File: config.mk
export PLATFORM = sky130hd
export DESIGN_NAME = seg7_scan_n
export DESIGN_NICKNAME = d
export VERILOG_FILES = /design/src/rtl/seg7_scan_n.sv
export SDC_FILE = /design/constraint.sdc
export NUM_CORES = 1
export LEC_CHECK = 0
export ABC_CLOCK_PERIOD_IN_PS = 5400
export BUFFER_PORTS_ARGS = -buffer_cell sky130_fd_sc_hd__buf_2
export CAP_MARGIN = 20
export CORE_ASPECT_RATIO = 1.75
export CORE_MARGIN = 2
export CORE_UTILIZATION = 25
export CTS_BUF_LIST = sky130_fd_sc_hd__clkbuf_4 sky130_fd_sc_hd__clkbuf_8 sky130_fd_sc_hd__clkbuf_16
export CTS_CLUSTER_SIZE = 10
export DETAILED_ROUTE_END_ITERATION = 12
export GPL_ROUTABILITY_DRIVEN = 0
export GPL_TIMING_DRIVEN = 0
export PLACE_DENSITY = 0.4
export SLEW_MARGIN = 20
export SYNTH_ARGS = -nofsm -noshare
export SYNTH_HDL_FRONTEND = slang
export SYNTH_SLANG_ARGS = --single-unit
File: constraint.sdc
create_clock -name clk -period 5.4 [get_ports clk]
set_clock_uncertainty 0.15 [all_clocks]
set_input_delay 1.08 -clock clk [delete_from_list [all_inputs] [get_ports clk]]
set_output_delay 1.08 -clock clk [all_outputs]
set_load 0.02 [all_outputs]
File: src/rtl/seg7_scan_n.sv
// Multiplexed 7-segment scanner. Digits are latched into shadow registers on
// load and scanned one at a time. Each digit is held for SCAN_DIV clocks, with
// optional leading-zero blanking. Segment and select outputs are registered
// together so they always change on the same edge.
module seg7_scan_n #(
  parameter int DIGITS         = 4,
  parameter int SCAN_DIV       = 1000,
  parameter bit SEL_ACTIVE_LOW = 1'b1
) (
  input  logic                  clk,
  input  logic                  rst,
  input  logic [4*DIGITS-1:0]   num,
  input  logic [DIGITS-1:0]     dp_in,
  input  logic                  load,
  input  logic                  blank_lz,
  output logic [DIGITS-1:0]     scan_select,
  output logic [7:0]            seg7,
  output logic                  frame_done
);

  localparam int IW = (DIGITS > 1) ? $clog2(DIGITS) : 1;
  localparam int PW = (SCAN_DIV > 1) ? $clog2(SCAN_DIV) : 1;
  localparam logic [IW-1:0]     LAST_IDX = IW'(DIGITS - 1);
  localparam logic [PW-1:0]     LAST_PRE = PW'(SCAN_DIV - 1);
  // XOR mask turning a one-hot select into the configured polarity
  localparam logic [DIGITS-1:0] SEL_POL  = {DIGITS{SEL_ACTIVE_LOW}};

  logic [4*DIGITS-1:0] shadow_num_q;
  logic [DIGITS-1:0]   shadow_dp_q;
  logic [PW-1:0]       pre_q;
  logic [IW-1:0]       idx_q, idx_d;
  logic [7:0]          seg7_q, seg7_d;
  logic [DIGITS-1:0]   sel_q, sel_d;
  logic                fd_q;
  logic                tc;

  function automatic logic [6:0] hex7(input logic [3:0] v);
    case (v)
      4'h0: hex7 = 7'h7E;  4'h1: hex7 = 7'h30;  4'h2: hex7 = 7'h6D;  4'h3: hex7 = 7'h79;
      4'h4: hex7 = 7'h33;  4'h5: hex7 = 7'h5B;  4'h6: hex7 = 7'h5F;  4'h7: hex7 = 7'h70;
      4'h8: hex7 = 7'h7F;  4'h9: hex7 = 7'h7B;  4'hA: hex7 = 7'h77;  4'hB: hex7 = 7'h1F;
      4'hC: hex7 = 7'h4E;  4'hD: hex7 = 7'h3D;  4'hE: hex7 = 7'h4F;  default: hex7 = 7'h47;
    endcase
  endfunction

  // Build the pattern/select for the digit about to be entered (idx_d),
  // always from the shadow values as they stand before this edge.
  always_comb begin
    logic [3:0]        digit;
    logic              dp;
    logic              lead_zero;
    logic              blank;
    logic [DIGITS-1:0] onehot;
    tc        = (pre_q == LAST_PRE);
    idx_d     = (idx_q == LAST_IDX) ? '0 : idx_q + 1'b1;
    digit     = 4'h0;
    dp        = 1'b0;
    lead_zero = 1'b1;
    blank     = 1'b0;
    onehot    = '0;
    for (int k = 0; k < DIGITS; k++) begin
      if (IW'(k) == idx_d) begin
        digit     = shadow_num_q[4*k +: 4];
        dp        = shadow_dp_q[k];
        onehot[k] = 1'b1;
      end
    end
    // Walk down from the top digit; a digit is a leading zero while every
    // digit from the top down to it is zero. Digit 0 is never visited.
    for (int k = DIGITS - 1; k >= 1; k--) begin
      lead_zero = lead_zero & (shadow_num_q[4*k +: 4] == 4'h0);
      if (IW'(k) == idx_d) blank = lead_zero;
    end
    blank  = blank & blank_lz;
    seg7_d = {dp, blank ? 7'h00 : hex7(digit)};
    sel_d  = onehot ^ SEL_POL;
  end

  // Shadow capture of the display value
  always_ff @(posedge clk) begin
    if (rst) begin
      shadow_num_q <= '0;
      shadow_dp_q  <= '0;
    end else if (load) begin
      shadow_num_q <= num;
      shadow_dp_q  <= dp_in;
    end
  end

  // Prescaler, digit index and registered outputs, all advancing on TC
  always_ff @(posedge clk) begin
    if (rst) begin
      pre_q  <= '0;
      idx_q  <= LAST_IDX;
      seg7_q <= 8'h00;
      sel_q  <= SEL_POL;
      fd_q   <= 1'b0;
    end else begin
      fd_q <= 1'b0;
      if (tc) begin
        pre_q  <= '0;
        idx_q  <= idx_d;
        seg7_q <= seg7_d;
        sel_q  <= sel_d;
        fd_q   <= (idx_d == '0);
      end else begin
        pre_q <= pre_q + 1'b1;
      end
    end
  end

  assign seg7        = seg7_q;
  assign scan_select = sel_q;
  assign frame_done  = fd_q;

endmodule
# Yosys cells after proc, flatten, opt, wreduce, memory -nomap -nowiden
# Memory sizes are Yosys's and may differ from the RTL's.
# Cells that the tools add are included.
[word_totals]
romBits = 112
out_inout_bits = 13
inputBits = 24
wordCells = 43
reg_bits = 45
n_memories = 1
[mem_list]
columns = ["name", "words", "width", "rd", "rd_ports_with_merged_regs", "write_ports", "line", "text"]
rows = [
  ["(name not given)", 16, 7, 1, 0, 0, "38", "case (v)"],
]
[op_classes]
bitwise_logic = 5
n_reduce_logical = 6
muxes = 17
n_addsub = 2
eq_ne = 5
[ops]
columns = ["cell", "count"]
rows = [
  ["$mux 4", 4],
  ["$logic_not 4->1", 3],
  ["$mux 1", 11],
  ["$add 10x1->10 const B", 1],
  ["$eq 10x10->1 const B", 1],
  ["$mux 7", 1],
  ["$eq 2x2->1 const A", 2],
  ["$not 4->4", 1],
  ["$reduce_or 2->1", 2],
  ["$and 1x1->1", 3],
  ["$add 2x1->2 const B", 1],
  ["$eq 1x2->1 const A", 1],
  ["$eq 2x2->1 const B", 1],
  ["$logic_not 2->1", 1],
  ["$mux 2", 1],
  ["$not 1->1", 1],
]

# Logic depth before layout (Yosys ltp)
# An unclocked memory read counts as a cell.
[logic_depth]
depth_word = 9
depth_mapped = 10
mapped_depth_nobuf = 9

# Worst setup path after synthesis
# No wires, ideal clock.
[synth_timing]
kind = "input port to flip-flop"
from = "in blank_lz"
to = "reg seg7_q[0], in the netlist seg7[0]"
required_ps = 5133
path_stages = 4
arrival_ps = 2167
setup_slack_ps = 2966
path_buffers = 0
setup_ps = 117
path_cell_list = "or4b_1 > a2111oi_2 > nor3_2 > a32o_1"
[synth_between]
elab_chain_len = 2
[synth_lines]
columns = ["element", "line", "text"]
rows = [
  ["start, declared", "15", "input logic blank_lz,"],
  ["$and 1x1->1", "74", "blank = blank & blank_lz;"],
  ["$mux 7", "75", "seg7_d = {dp, blank ? 7'h00 : hex7(digit)};"],
  ["end signal, assigned", "103", "seg7_q <= seg7_d;"],
  ["end, declared", "32", "logic [7:0] seg7_q, seg7_d;"],
]
# No other way between the ends.
# A chain may end at the register's enable or synchronous reset.

# Worst setup path after layout
[layout_timing]
from = "reg idx_q[0]"
to = "reg seg7_q[1], in the netlist seg7[1]"
[layout_between]
elab_chain_len = 9
word_cells_on_any_way = 17
cone_classes = "add/sub: 1; eq/ne: 4; mux: 9; bitwise: 1; reduce/logical: 1; memory: 1"
[layout_lines]
columns = ["element", "line", "text"]
rows = [
  ["start, declared", "31", "logic [IW-1:0] idx_q, idx_d;"],
  ["start signal, assigned", "102", "idx_q <= idx_d;"],
  ["$add 2x1->2 / $eq 2x2->1 (equally long branches)", "55", "idx_d = (idx_q == LAST_IDX) ? '0 : idx_q + 1'b1;"],
  ["$mux 2 *", "55", ""],
  ["$logic_not 2->1", "62", "if (IW'(k) == idx_d) begin"],
  ["$mux 4 (4 in a row)", "62", ""],
  ["$mem_v2 16x7", "-", ""],
  ["$mux 7 *", "75", ""],
]
# Every way passes the cells marked *; elsewhere a longest branch is shown, timed or not.

==> run summary <==
Vias in the first global route -> 1738
Port Buffers -> 35
Ordered cell list for the critical path -> inv_1, ha_1, buf_6, nand3b_1, a211oi_2, inv_2, ha_1, nand2b_1, a31o_2, a22o_1
Slowest CP cell -> dfxtp_1
Pin count of the biggest net entering global routing -> 15
Synth async-reset ratio -> 0%
Layout area overhead -> 23.1%
Fin. max-slew vios -> 0
Post-synthesis register bit count -> 45
Setup Buffers After CTS -> 0
Die H -> 127 um
Top cell by count, worst path -> ha_1
Fraction of the mapped netlist area in simple logic gates -> 20.6%
Sequential-to-total area share from yosys stat -> 41.9%
Final min period -> 2650 ps
Startpoint types -> flip-flop
Hold_buf cts -> 0
Vias -> 1695
Iteration count of the initial detailed-routing pass -> 4
Core region area -> 0.00831 mm2
Final hold violation count -> 0
Crit path kind -> reg2reg
Resized cells post-CTS -> 0
Compound-cell area share of the yosys netlist -> 14.0%
Post-Synthesis Cells -> 226
Clock slew at reported path FFs -> 60 ps
Remaining DRCs -> 0
Starting Density -> 25.9%
Max-cap viol count -> 0
Total CTS buffers -> 5
Least-Margin Pin Slew -> 735 ps
Critical Path RT -> 5430 ps
Type of the worst min-delay path -> reg2reg
Final period util -> 49.1%
Clock Latency Late Sink -> 290 ps
CTS Root Buffer Type -> clkbuf_16
Outcome -> finished clean
Layout cell share with drive strength beyond 1 -> 21.2%
RSZ-0062 raised after global routing -> false
Synth warnings -> 0
Xor/xnor share of the synthesized area -> 3.26%
PD cells -> 294 mW/mm2
Placed cells -> 376
Post-route ant nets -> 0
Avg Synthesized Cell Area -> 9.51 um2
CTS sink cnt -> 45
Syn Nets -> 261
GRT Util Overall -> 11.9%
WL/cell -> 13.5 um
Max frequency -> 377 MHz
Die Area -> 0.00939 mm2
Finished Layout Cells -> 384
Synthesized cell area -> 0.00215 mm2
Main combinational cell family by area after synthesis -> simple AND/OR/NAND/NOR gates
CP peak stage delay -> 410 ps
Final setup violation count -> 0
CP max FO -> 10
Primary FF master, synth -> dfxtp_1
Crit path DAT -> 2690 ps
Iter 0 DRT Violations -> 79
Post-Synth Adder-Cell Area -> 6.40%
Number of antenna violations at the first check in global routing -> 0
Total negative slack -> 0 ps
N_diodes -> 0
CP delay by family, top -> compound AO/OA/AOI/OAI gates
H-tree depth -> 2
Final #Nets -> 303
Commonest cells after routing, fill and taps aside -> dfxtp_1, buf_2, nor2_1
Commonest non-fill, non-tap cell in the layout -> dfxtp_1
Buf/Inv on CP -> 3
Row cnt -> 44
Crit. End Element -> flip-flop
Number of synthesized flops with an enable pin -> 0
CTS tree -> built
Max-slew headroom -> 50.8%
Tot Pwr -> 777 uW
Yosys cell types -> 45
HPWL after DPL -> 3.96 mm
Total grt overflow -> 0
Io pins -> 37
DIE WIDTH -> 74.1 um
Worst vdd rail ir drop -> 0.120 mV
Via-to-Cell Ratio -> 4.41
Multiplexer area fraction after synthesis -> 9.78%
First-pass GRT wire length -> 8.47 mm
Total wire length -> 5.20 mm
Longest Clk Path Bufs -> 2
P_leak -> 1.12 nW
-- path summary, 6_finish.rpt --
kind / from / end / slack [ps] / cells after the start
worst max-delay path: idx_q[0] / seg7[1] / 2750 / 10
worst min register to register: scan_select[3] / scan_select[3] / 320 / 1
worst min-delay path: scan_select[3] / scan_select[3] / 320 / 1
worst max register to register: idx_q[0] / seg7[1] / 2750 / 10
-- flip-flops by register name (all words and copies together), names as in the netlist --
| register | count |
|---|---|
| frame_done | 1 |
| idx_q | 2 |
| pre_q | 10 |
| scan_select | 4 |
| seg7 | 8 |
| shadow_dp_q | 4 |
| shadow_num_q | 16 |
-- worst reg2reg max path, stage by stage, from the launching register on --
cell and delay (ps):
dfxtp_1 410, inv_1 90, ha_1 250, buf_6 160
nand3b_1 170, a211oi_2 410, inv_2 110, ha_1 210
nand2b_1 150, a31o_2 250, a22o_1 200
-- per-layer routing --
layer / share of wire (%) / track usage (%) / vias to the layer above
met5: 0 / 0 / -
met4: 2.0 / 5.13 / 0
met3: 2.8 / 2.62 / 6
met2: 53 / 21.4 / 24
met1: 42 / 12.9 / 781
li1: - / - / 884
-- final cells by class --
cell class | instances | area (um2)
clock inverter | 2 | 37.5
sequential | 45 | 901
multi-input combinational | 163 | 1160
clock buffer | 6 | 139
fill | 892 | 5670
tap | 115 | 144
timing repair buffer | 35 | 175
buffer | 12 | 63.8
inverter | 6 | 22.5
-- per-stage QoR --
stage | hold slack, ps | setup WS, ps | utilization, % | instance area (um2)
6_report | 316 | 2750 | 31.8 | 2650
5_1_grt | 338 | 2570 | 31.8 | 2650
4_1_cts | 323 | 2710 | 31.8 | 2650
3_5_place_dp | 307 | 2720 | 29.7 | 2470
3_3_place_gp | 299 | 2710 | 29.7 | 2470
2_1_floorplan | 280 | 2970 | - | 2150
-- report_power, final --
group | internal (mW) | leakage [nW] | switching, mW
clock | 0.231 | 0.0831 | 0.133
combinational | 0.0290 | 0.672 | 0.0324
sequential | 0.343 | 0.367 | 0.00855
total | 0.603 | 1.12 | 0.174
-- cells in the mapped netlist (all sizes together) (3+ instances only) --
| library cell | count | area [um2] |
|---|---|---|
| nand3 | 6 | 30.0 |
| nor2 | 38 | 143 |
| and3 | 3 | 18.8 |
| nor3b | 5 | 37.5 |
| xor2 | 4 | 35.0 |
| nor3 | 3 | 20.0 |
| a22o | 4 | 35.0 |
| nand3b | 5 | 37.5 |
| buf | 6 | 41.3 |
| a211oi | 3 | 32.5 |
| xnor2 | 4 | 35.0 |
| a21oi | 6 | 30.0 |
| a211o | 6 | 52.6 |
| nand2 | 13 | 48.8 |
| clkbuf | 6 | 22.5 |
| inv | 6 | 22.5 |
| dfxtp | 45 | 901 |
| mux2i | 21 | 210 |
| nor2b | 4 | 25.0 |
| ha | 11 | 138 |
| a32o | 5 | 50.1 |
-- cells by family after synthesis --
kind of cell,after synthesis
multiplexers,21
AO/OA/AOI/OAI,35
adder cells (fa/ha/maj),11
buffers and inverters,18
AND/OR/NAND/NOR,88
flip-flops,45
XOR/XNOR,8
Note: power is estimated with default switching activity, not from simulation.
